==> src/rtl/scurve_multi_counter_if.sv <==
`default_nettype none
// +----------------------------------------------------------------------+
// | scurve_multi_counter_if                                              |
// | Control, trigger and readout stream bundle of the S-curve counter.   |
// | Rev 1.0                                                              |
// +----------------------------------------------------------------------+
interface scurve_multi_counter_if #(
  parameter int N_CH  = 4,
  parameter int CNT_W = 16
);
  logic [N_CH-1:0]  Trigger;
  logic             CLK_EXT;
  logic             Test_Start;
  logic [CNT_W-1:0] CPT_MAX;
  logic [N_CH-1:0]  Ch_Mask;
  logic [CNT_W-1:0] Out_Data;
  logic             Out_Valid;
  logic             Out_Last;
  logic             Out_Ready;
  logic             CPT_DONE;
  logic             Busy;

  modport master (
    output Trigger, CLK_EXT, Test_Start, CPT_MAX, Ch_Mask, Out_Ready,
    input  Out_Data, Out_Valid, Out_Last, CPT_DONE, Busy
  );

  modport slave (
    input  Trigger, CLK_EXT, Test_Start, CPT_MAX, Ch_Mask, Out_Ready,
    output Out_Data, Out_Valid, Out_Last, CPT_DONE, Busy
  );
endinterface
`default_nettype wire

==> src/rtl/scurve_multi_counter.sv <==
`default_nettype none
// +----------------------------------------------------------------------+
// | scurve_multi_counter                                                 |
// | Counts CLK_EXT pulses and gated per-channel trigger falls, then      |
// | streams the counts out. SCURVE_SAT_EN: trigger counters saturate.    |
// | Rev 1.0                                                              |
// +----------------------------------------------------------------------+
module scurve_multi_counter #(
  parameter int N_CH  = 4,
  parameter int CNT_W = 16
) (
  input  wire logic             Clk,
  input  wire logic             reset_n,
  scurve_multi_counter_if.slave io
);
  localparam int                 c_idx_w    = $clog2(N_CH + 1);
  localparam logic [c_idx_w-1:0] c_last_idx = c_idx_w'(N_CH);

  typedef enum logic [1:0] {
    S_IDLE    = 2'd0,
    S_COUNT   = 2'd1,
    S_READOUT = 2'd2,
    S_DONE    = 2'd3
  } state_t;

  state_t r_state;
  state_t w_state_next;

  logic            r_ext_s1, r_ext_s2, r_ext_s3;
  logic [N_CH-1:0] r_trg_s1, r_trg_s2, r_trg_s3;
  logic            w_ext_rise, w_ext_fall, w_gate, w_start;
  logic [N_CH-1:0] w_trg_fall;

  logic [CNT_W-1:0] r_max_lat;
  logic [CNT_W-1:0] r_pulse_cnt;
  logic [N_CH-1:0]  r_mask;
  logic [CNT_W-1:0] w_trig_cnt [N_CH];

  logic [c_idx_w-1:0] r_idx;
  logic [CNT_W-1:0]   r_out_data;
  logic               r_out_valid;
  logic               r_out_last;
  logic [CNT_W-1:0]   w_cur_word;
  logic [CNT_W-1:0]   w_nxt_word;
  logic               w_hs;
  logic               w_last_hs;

  // Triggers idle high, so their synchronisers reset to 1 to avoid a phantom fall.
  always_ff @(posedge Clk) begin
    if (!reset_n) begin
      r_ext_s1 <= 1'b0;
      r_ext_s2 <= 1'b0;
      r_ext_s3 <= 1'b0;
      r_trg_s1 <= '1;
      r_trg_s2 <= '1;
      r_trg_s3 <= '1;
    end else begin
      r_ext_s1 <= io.CLK_EXT;
      r_ext_s2 <= r_ext_s1;
      r_ext_s3 <= r_ext_s2;
      r_trg_s1 <= io.Trigger;
      r_trg_s2 <= r_trg_s1;
      r_trg_s3 <= r_trg_s2;
    end
  end

  assign w_ext_rise = r_ext_s2 & ~r_ext_s3;
  assign w_ext_fall = ~r_ext_s2 & r_ext_s3;
  assign w_trg_fall = ~r_trg_s2 & r_trg_s3;
  assign w_gate     = (r_state == S_COUNT) & r_ext_s2;
  assign w_start    = (r_state == S_IDLE) & io.Test_Start;

  always_ff @(posedge Clk) begin
    if (!reset_n) r_state <= S_IDLE;
    else          r_state <= w_state_next;
  end

  always_comb begin
    w_state_next = r_state;
    case (r_state)
      S_IDLE: begin
        if (io.Test_Start) w_state_next = S_COUNT;
      end
      S_COUNT: begin
        if (!io.Test_Start)                                 w_state_next = S_IDLE;
        else if (r_max_lat == '0)                           w_state_next = S_READOUT;
        else if ((r_pulse_cnt == r_max_lat) && w_ext_fall)  w_state_next = S_READOUT;
      end
      S_READOUT: begin
        if (w_last_hs) w_state_next = S_DONE;
      end
      S_DONE: begin
        if (!io.Test_Start) w_state_next = S_IDLE;
      end
      default: w_state_next = S_IDLE;
    endcase
  end

  always_ff @(posedge Clk) begin
    if (!reset_n) begin
      r_pulse_cnt <= '0;
      r_max_lat   <= '0;
      r_mask      <= '0;
    end else if (w_start) begin
      r_pulse_cnt <= '0;
      r_max_lat   <= io.CPT_MAX;
      r_mask      <= io.Ch_Mask;
    end else if ((r_state == S_COUNT) && w_ext_rise && (r_pulse_cnt != r_max_lat)) begin
      r_pulse_cnt <= r_pulse_cnt + 1'b1;
    end
  end

  for (genvar g = 0; g < N_CH; g++) begin : g_ch
    logic [CNT_W-1:0] r_cnt;

    always_ff @(posedge Clk) begin
      if (!reset_n) begin
        r_cnt <= '0;
      end else if (w_start) begin
        r_cnt <= '0;
      end else if (w_gate && w_trg_fall[g] && r_mask[g]) begin
`ifdef SCURVE_SAT_EN
        if (r_cnt != '1) r_cnt <= r_cnt + 1'b1;
`else
        r_cnt <= r_cnt + 1'b1;
`endif
      end
    end

    assign w_trig_cnt[g] = r_cnt;
  end

  // Word k of the stream is trig_cnt[k-1]; word 0 is the pulse count.
  always_comb begin
    w_cur_word = r_pulse_cnt;
    w_nxt_word = '0;
    for (int k = 0; k < N_CH; k++) begin
      if (r_idx == c_idx_w'(k + 1)) w_cur_word = w_trig_cnt[k];
      if (r_idx == c_idx_w'(k))     w_nxt_word = w_trig_cnt[k];
    end
  end

  assign w_hs      = r_out_valid & io.Out_Ready;
  assign w_last_hs = w_hs & r_out_last;

  always_ff @(posedge Clk) begin
    if (!reset_n) begin
      r_idx       <= '0;
      r_out_data  <= '0;
      r_out_valid <= 1'b0;
      r_out_last  <= 1'b0;
    end else if (r_state == S_READOUT) begin
      if (!r_out_valid) begin
        r_out_valid <= 1'b1;
        r_out_data  <= w_cur_word;
        r_out_last  <= (r_idx == c_last_idx);
      end else if (w_hs) begin
        if (r_out_last) begin
          r_out_valid <= 1'b0;
          r_out_last  <= 1'b0;
        end else begin
          r_idx      <= r_idx + 1'b1;
          r_out_data <= w_nxt_word;
          r_out_last <= ((r_idx + 1'b1) == c_last_idx);
        end
      end
    end else begin
      r_idx       <= '0;
      r_out_valid <= 1'b0;
      r_out_last  <= 1'b0;
    end
  end

  assign io.Out_Data  = r_out_data;
  assign io.Out_Valid = r_out_valid;
  assign io.Out_Last  = r_out_last;
  assign io.CPT_DONE  = (r_state == S_DONE);
  assign io.Busy      = (r_state != S_IDLE);
endmodule
`default_nettype wire
==> src/flat_wrapper.sv <==
// flat-port wrapper written by rule: the top's interface ports become plain ports
module scurve_multi_counter_flat 
#(
  parameter int N_CH  = 4,
  parameter int CNT_W = 16
)
  (Clk, reset_n, io_Trigger, io_CLK_EXT, io_Test_Start, io_CPT_MAX, io_Ch_Mask, io_Out_Ready, io_Out_Data, io_Out_Valid, io_Out_Last, io_CPT_DONE, io_Busy);
  scurve_multi_counter_if #(.N_CH(N_CH), .CNT_W(CNT_W)) io_i ();
  input  wire logic Clk;
  input  wire logic reset_n;
  input wire logic [$bits(io_i.Trigger)-1:0] io_Trigger;
  input wire logic [$bits(io_i.CLK_EXT)-1:0] io_CLK_EXT;
  input wire logic [$bits(io_i.Test_Start)-1:0] io_Test_Start;
  input wire logic [$bits(io_i.CPT_MAX)-1:0] io_CPT_MAX;
  input wire logic [$bits(io_i.Ch_Mask)-1:0] io_Ch_Mask;
  input wire logic [$bits(io_i.Out_Ready)-1:0] io_Out_Ready;
  output wire logic [$bits(io_i.Out_Data)-1:0] io_Out_Data;
  output wire logic [$bits(io_i.Out_Valid)-1:0] io_Out_Valid;
  output wire logic [$bits(io_i.Out_Last)-1:0] io_Out_Last;
  output wire logic [$bits(io_i.CPT_DONE)-1:0] io_CPT_DONE;
  output wire logic [$bits(io_i.Busy)-1:0] io_Busy;
  assign io_i.Trigger = io_Trigger;
  assign io_i.CLK_EXT = io_CLK_EXT;
  assign io_i.Test_Start = io_Test_Start;
  assign io_i.CPT_MAX = io_CPT_MAX;
  assign io_i.Ch_Mask = io_Ch_Mask;
  assign io_i.Out_Ready = io_Out_Ready;
  assign io_Out_Data = io_i.Out_Data;
  assign io_Out_Valid = io_i.Out_Valid;
  assign io_Out_Last = io_i.Out_Last;
  assign io_CPT_DONE = io_i.CPT_DONE;
  assign io_Busy = io_i.Busy;
  scurve_multi_counter #(.N_CH(N_CH), .CNT_W(CNT_W)) u_core (.Clk(Clk), .reset_n(reset_n), .io(io_i));
endmodule
==> config.mk <==
export PLATFORM = sky130hd
export DESIGN_NAME = scurve_multi_counter_flat
export DESIGN_NICKNAME = d
export VERILOG_FILES = /design/src/rtl/scurve_multi_counter_if.sv /design/src/rtl/scurve_multi_counter.sv /design/src/flat_wrapper.sv
export SDC_FILE = /design/constraint.sdc
export NUM_CORES = 1
export LEC_CHECK = 0
export CAP_MARGIN = 20
export CORE_MARGIN = 5
export CORE_UTILIZATION = 59
export CTS_CLUSTER_SIZE = 30
export DETAILED_ROUTE_END_ITERATION = 10
export GPL_ROUTABILITY_DRIVEN = 0
export MAX_ROUTING_LAYER = met4
export PLACE_DENSITY_LB_ADDON = 0.15
export RECOVER_POWER = 25
export SYNTH_ARGS = -nofsm -noshare
export SYNTH_HDL_FRONTEND = slang
export SYNTH_SLANG_ARGS = --single-unit
export TNS_END_PERCENT = 30
==> constraint.sdc <==
create_clock -name Clk -period 2.27 [get_ports Clk]
set_input_delay 0.454 -clock Clk [delete_from_list [all_inputs] [get_ports Clk]]
set_output_delay 0.454 -clock Clk [all_outputs]
set_load 0.01 [all_outputs]
==> results of run 1 <==
[flip-flops by register name, indices dropped and copies added (netlist names), named ones only]
register,cells
u_core.io.Out_Last,1
u_core.io.Out_Data,16
u_core.r_trg_s1,4
u_core.r_max_lat,16
u_core.r_mask,4
u_core.r_idx,3
u_core.r_pulse_cnt,16
u_core.r_ext_s2,1
u_core.r_trg_s3,4
u_core.r_ext_s1,1
u_core.io.Out_Valid,1
u_core.r_ext_s3,1
u_core.g_ch.r_cnt,64
u_core.r_trg_s2,4
u_core.r_state,1
[critical path, cell delays in order, from the launching register on]
cell	delay [ns]
dfxtp_1	0.48
or2_1	0.19
clkdlybuf4s50_1	0.56
[stage by stage]
stage / setup slack, ns / utilization (%) / hold WS, ns / power, mW
2_1_floorplan: 0.369 / - / 0.386 / 2.78
3_3_place_gp: 0.176 / 66.1 / 0.389 / 2.93
3_5_place_dp: 0.113 / 66.1 / 0.392 / 2.95
4_1_cts: 0.143 / 71.3 / 0.406 / 5.73
5_1_grt: 0.0737 / 71.3 / 0.433 / 5.89
6_report: 0.161 / 71.3 / 0.405 / 5.71
[metal layers]
layer / global-route usage, % / wire [um] / vias to the layer above
met5: - / 0 / -
met4: 12.8 / 759 / 0
met3: 6.92 / 1310 / 65
met2: 42.3 / 8610 / 280
met1: 31.6 / 7800 / 2984
li1: - / - / 3094
[power groups by stage]
stage	Sequential [mW]	Clock [mW]	Combinational (mW)
final	2.53	2.81	0.373
after global routing	2.53	2.95	0.407
after CTS	2.53	2.84	0.372
after detailed placement	2.58	0	0.368
after global placement	2.58	0	0.357
after floorplan	2.57	0	0.206
[cell usage in the layout (no fill, tap or decap), types with 4 or more instances in the layout]
cell	Yosys	final
ha_1	11	11
and3b_1	16	16
nand2_1	104	103
clkinv_4	0	5
buf_4	1	20
nor4_1	10	10
and2_1	14	12
and3_1	13	13
nand3b_1	4	4
dfxtp_1	138	138
xor2_1	26	26
a221oi_1	17	17
nand2b_1	17	17
nand3_1	27	27
clkdlybuf4s50_1	0	47
or3_1	20	20
a31oi_1	17	17
xnor2_1	44	44
nor3_1	6	6
a21oi_1	39	39
a21boi_0	20	20
o21ai_0	55	55
inv_1	11	11
a211o_1	16	16
and4_1	8	8
mux2i_1	19	19
nor2_1	82	82
clkbuf_16	0	17
nor3_2	4	4
nand4_1	31	31
[logic make-up (layout without fill, tap and decap cells)]
logic type	after synthesis	count (layout)
simple gates	376	376
compound gates	173	173
flops	138	138
xor+xnor	70	70
buf+inv	67	114
mux	19	19
fa+ha+maj	11	11
[cell type report]
type | instances | area, sq um
clock buffers | 17 | 425
clock inverters | 14 | 175
fillers | 923 | 3320
inverters | 11 | 41.3
multi-input cells | 649 | 4010
flip-flops and latches | 138 | 2760
well taps | 143 | 179
repair buffers | 72 | 649
[final timing paths]
check / from / to / slack (ns)
min: u_core.r_trg_s1[3] / u_core.r_trg_s2[3] / 0.41
max reg2reg: u_core.r_state[0] / u_core.g_ch[1].r_cnt[7] / 0.19
min reg2reg: u_core.r_trg_s1[3] / u_core.r_trg_s2[3] / 0.41
max: u_core.r_state[0] / io_Busy / 0.16
[repair_timing]
item	CTS	global route
hold buffers	0	0
setup buffers	0	2
setup endpoints to repair	0	2
==> key figures, run 1 <==
Flow run
  • Max_cap viols: 0

Logic synthesis
  • Post-Syn Nets: 894
  • Simple-gate share of the synthesized area: 28.1%
  • Synth area leader: dfxtp_1
  • Adder-Cell Fraction of Synth Area: 1.96%
  • Ys async rst share: 0%
  • Main combinational cell family by area after synthesis: simple AND/OR/NAND/NOR gates
  • Syn avg cell area: 8.23 sq um
  • Cell Area, Synth: 7030 sq um
  • Post-Synth XOR/XNOR Area: 8.72%
  • Mux share of post-synthesis cell area: 2.70%
  • Syn Inst Count: 854
  • Synth cell types: 50
  • Number of synthesized register bits: 138
  • Top cells by area in the synthesized netlist: dfxtp_1 (39%), nand2_1 (5.6%), xnor2_1 (5.5%)
  • Commonest cells post-synth: dfxtp_1 (138), nand2_1 (104), nor2_1 (82)
  • Post-synth EDFFs: 0
  • Synth Area in Compound Gates: 15.4%
  • Most common cell in the netlist: dfxtp_1
  • Number of synthesis warnings: 0
  • Synth top area share: 39.3%
  • Register area share after synthesis: 39.3%
  • Post-synth top flop: dfxtp_1

Worst setup path
  • Reg2Reg Depth: 5
  • Worst Path Arrival: 1.66 ns
  • Crit path capture type: primary output
  • Data required, critical path: 1.82 ns
  • Critical path launch point type: flop
  • CP Max Fanout: 8
  • Worst setup path class: reg -> out

Power
  • Combinational Power Share: 6.5%
  • Sw Share: 23.4%
  • Internal power: 4.38 mW
  • Sequential share of power: 44.2%
  • Cell Pwr Density: 693 nW/um^2
  • Clock power frac: 49.2%
  • P_sw: 1.34 mW
  • Pleak: 2.83 nW
  • Max VDD drop: 0.650 mV

Placed design
  • Cells after DPL: 1010
  • Placed Area: 7640 sq um
  • Dpl hpwl: 12900 um
  • IO buf count: 48

Routing
  • Detail Route Antenna Nets: 0
  • Residual DRC: 0
  • Final Routed Wirelength: 18500 um
  • Initial DRC Count: 699
  • Mean routed wirelength per cell: 17.7 um
  • Via count: 6423
  • Vias per cell: 6.15
  • Detailed-router iteration count before antenna repair: 6

Outcome
  • Status: completed

STA
  • Max frequency: 474 MHz
  • Slew @ Worst Pin: 0.748 ns
  • Tcrit/Tclk final: 92.9%
  • Layout Skew: 0.0147 ns
  • Minimum clock period after layout: 2.11 ns
  • Setup violators final: 0
  • Final Max Slew Viols: 0
  • Slew margin rel.: 50.1%
  • Setup tns final: 0 ns
  • Final Hold Vio Count: 0
  • RSZ-0062 raised after global routing: false

Clocking
  • Post_cts resized: 0
  • Root Driver: clkbuf_16
  • CTS Buf Count: 17
  • H-tree depth: 4
  • TritonCTS clock tree: done
  • Clock-pin slew on the worst setup and hold paths: 0.06 ns
  • Bufs on Longest Clock Path: 2
  • Clk_lat worst skew: 0.43 ns
  • Clk sinks: 138

Die
  • Chip Height: 119 um
  • Core footprint: 11600 sq um
  • Top Ports: 49
  • Initial Utilization: 60.8%
  • Die width: 119 um
  • Row Count: 39
  • Die area: 14200 sq um

Finish
  • Syn-to-layout area delta: 17.2%
  • Diode count: 0
  • Post-Layout Cell Count: 1044
  • Share of layout cells above drive strength 1: 7.21%
  • Cell area after layout: 8240 sq um
  • Final nets: 929

Min path
  • Worst hold path type: reg -> reg
  • Hold depth: 1

Global routing
  • Antenna violations before repair: 0
  • First-pass GRT wire length: 29500 um
  • Total gr overflow: 0
  • GRT Total Usage: 26.7%
  • Vias in the first global route: 6041
  • Pin count of the biggest net entering global routing: 49
Power figures use the tool's default switching activity.
==> inputs of run 2 (changes only) <==
Settings changed: CORE_MARGIN 5 to 2, PLACE_DENSITY from default to 0.8, PLACE_DENSITY_LB_ADDON 0.15 to default.
==> key figures, run 2 (same netlist as run 1, synthesis figures left out) <==
Power
  • Sw Share: 20.6% (-2.8 points)
  • Sequential share of power: 40.9% (-3.3 points)
  • Cell Pwr Density: 740 nW/um^2 (+6.8%)
  • Max VDD drop: 0.608 mV (-6.5%)
  • P_sw: 1.27 mW (-4.7%)
  • Internal power: 4.90 mW (+12%)
  • Combinational Power Share: 5.9% (-0.6 points)
  • Pleak: 2.88 nW (+1.9%)
  • Clock power frac: 53.2% (+4.0 points)

Outcome
  • Failing checks: design-rule violations
  • Status: finished with violations

Worst setup path
  • Max stage delay cell, worst path: clkdlybuf4s50_1
  • Data required, critical path: 1.82 ns (about the same)
  • Reg2Reg Depth: 5 (unchanged)
  • Worst Path Arrival: 1.63 ns (-0.03 ns)
  • R2R Setup Slk: 0.21 ns (+0.02 ns)
  • Worst setup path class: reg -> out
  • CP Max Fanout: 8 (unchanged)
  • FF-to-FF End: u_core.g_ch[1].r_cnt[9]
  • Critical path launch point type: flop
  • Worst path max stage delay: 0.55 ns (about the same)
  • Worst reg2reg startpoint: u_core.r_state[0]
  • Crit path from: u_core.r_state[0]
  • Worst-path cell chain: or2_1 > clkdlybuf4s50_1
  • Crit path capture type: primary output

Finish
  • Cell area after layout: 8340 sq um (+1.2%)
  • Max reg flops: 64 (unchanged)
  • Reg with most FFs: u_core.g_ch.r_cnt
  • Most common cell after layout, fill and taps aside: dfxtp_1
  • Most frequent cells in the layout: dfxtp_1 (138), nand2_1 (103), nor2_1 (82)
  • Final nets: 925 (-0.43%)
  • Share of layout cells above drive strength 1: 7.13% (-0.087 points)
  • Diode count: 0 (unchanged)
  • Syn-to-layout area delta: 18.6%
  • Fill cell count: 863 (-6.5%)
  • Core Util, Final: 72.4% (+1.1 points)

Routing
  • Residual DRC: 2 (+2)
  • Mean routed wirelength per cell: 17.3 um (-2.4%)
  • Vias per cell: 6.20 (+0.73%)
  • DRT met1 WL: 7580 um (-2.8%)
  • Met2 WL post-DR: 8510 um (-1.1%)
  • Initial DRC Count: 643 (-8.0%)
  • Via count: 6451 (+0.44%)
  • Met3 Routed Length: 1260 um (-3.7%)
  • Detail Route Antenna Nets: 0 (unchanged)
  • Detailed-router iteration count before antenna repair: 8 (+2)
  • Final Routed Wirelength: 18000 um (-2.7%)
  • Top routing layer in use: met4

Min path
  • Hold depth: 1 (unchanged)
  • Min-Delay Endpoint: u_core.r_trg_s2[3]
  • Min-delay src: u_core.r_trg_s1[3]
  • Worst hold path type: reg -> reg

Flow run
  • Max_cap viols: 0 (unchanged)

Die
  • Row Count: 39 (unchanged)
  • Top Ports: 49 (unchanged)
  • Die area: 12800 sq um (-9.8%)
  • Initial Utilization: 61.1% (+0.26 points)
  • Die width: 113 um (-5.0%)
  • Chip Height: 113 um (-5.0%)
  • Core footprint: 11500 sq um (-0.42%)

Global routing
  • Total gr overflow: 0 (unchanged)
  • Vias in the first global route: 6178 (+2.3%)
  • GRT Total Usage: 29.8% (+3.2 points)
  • Pin count of the biggest net entering global routing: 80 (+63%)
  • First-pass GRT wire length: 29600 um (+0.49%)
  • Antenna violations before repair: 0 (unchanged)

Clocking
  • Clk_lat worst skew: 0.42 ns (about the same)
  • Root Driver: clkbuf_16
  • Clock-pin slew on the worst setup and hold paths: 0.06 ns (about the same)
  • H-tree depth: 4 (unchanged)
  • Bufs on Longest Clock Path: 2 (unchanged)
  • TritonCTS clock tree: done
  • Post-CTS Hold Buffers: 0 (unchanged)
  • Clk sinks: 138 (unchanged)
  • Postcts setup bufs: 0 (unchanged)
  • Post_cts resized: 0 (unchanged)
  • CTS Buf Count: 17 (unchanged)

STA
  • Final Max Slew Viols: 0 (unchanged)
  • RSZ-0062 raised after global routing: false
  • Max frequency: 480 MHz (+1.3%)
  • Hold slack: 0.403 ns (-0.00238 ns)
  • Setup violators final: 0 (unchanged)
  • Tcrit/Tclk final: 91.7% (-1.2 points)
  • Final Hold Vio Count: 0 (unchanged)
  • Setup tns final: 0 ns (unchanged)
  • Minimum clock period after layout: 2.08 ns (-0.0264 ns)
  • Layout Skew: 0.00607 ns (-0.00865 ns)
  • Slew margin rel.: 49.8% (-0.27 points)
  • Setup ws final: 0.187 ns (+0.0264 ns)
  • Slew @ Worst Pin: 0.752 ns (+0.00453 ns)

Placed design
  • Dpl hpwl: 12600 um (-2.8%)
  • Setup WS pre-CTS: 0.0744 ns (-0.0387 ns)
  • IO buf count: 48 (unchanged)
  • Placed Area: 7630 sq um (-0.20%)
[run 2: through the flow]
stage | cells | power, mW
floorplan | 854 | 2.78
global placement | 1008 | 2.93
detailed placement | 1008 | 2.94
CTS | 1040 | 6.19
global route | 1041 | 6.35
finish | 1041 | 6.18
[run 2: cell type report]
class                      count  area (sq um)  share of cell area, %
multi-input combinational    649          4010                   48.1
sequential                   138          2760                   33.1
timing repair buffer          68           639                   7.66
clock buffer                  20           467                   5.59
clock inverter                12           241                   2.89
tap                          143           179                   2.14
inverter                      11          41.3                  0.495
[run 2: power groups by stage]
stage	combinational, mW	sequential, mW	clock (mW)
after floorplan	0.206	2.57	0
after global placement	0.354	2.58	0
after detailed placement	0.365	2.58	0
after CTS	0.368	2.52	3.29
after global routing	0.403	2.53	3.41
final	0.367	2.53	3.28
[run 2: worst max-delay path by stage]
stage / cells past startpoint / to / slack [ns]
3_3_place_gp: 6 / u_core.io.Out_Data[12] / 0.18
4_1_cts: 6 / u_core.io.Out_Data[12] / 0.17
5_1_grt: 5 / u_core.g_ch[1].r_cnt[9] / 0.07
6_report: 2 / io_Busy / 0.19
3_5_place_dp: 6 / u_core.io.Out_Data[9] / 0.07
2_1_floorplan: 8 / u_core.io.Out_Data[10] / 0.37
[run 2: worst max-delay path, delay by kind of cell, from the launching register on]
kind / cells / cell delay, ns
flip-flops: 1 / 0.47
AND/OR/NAND/NOR: 1 / 0.19
buffers and inverters: 1 / 0.55
[run 2: routing by layer]
metal | up-vias | GRT usage [%]
met2 | 260 | 48.0
li1 | 3088 | -
met1 | 3041 | 35.7
met5 | - | -
met4 | 0 | 12.5
met3 | 62 | 7.61
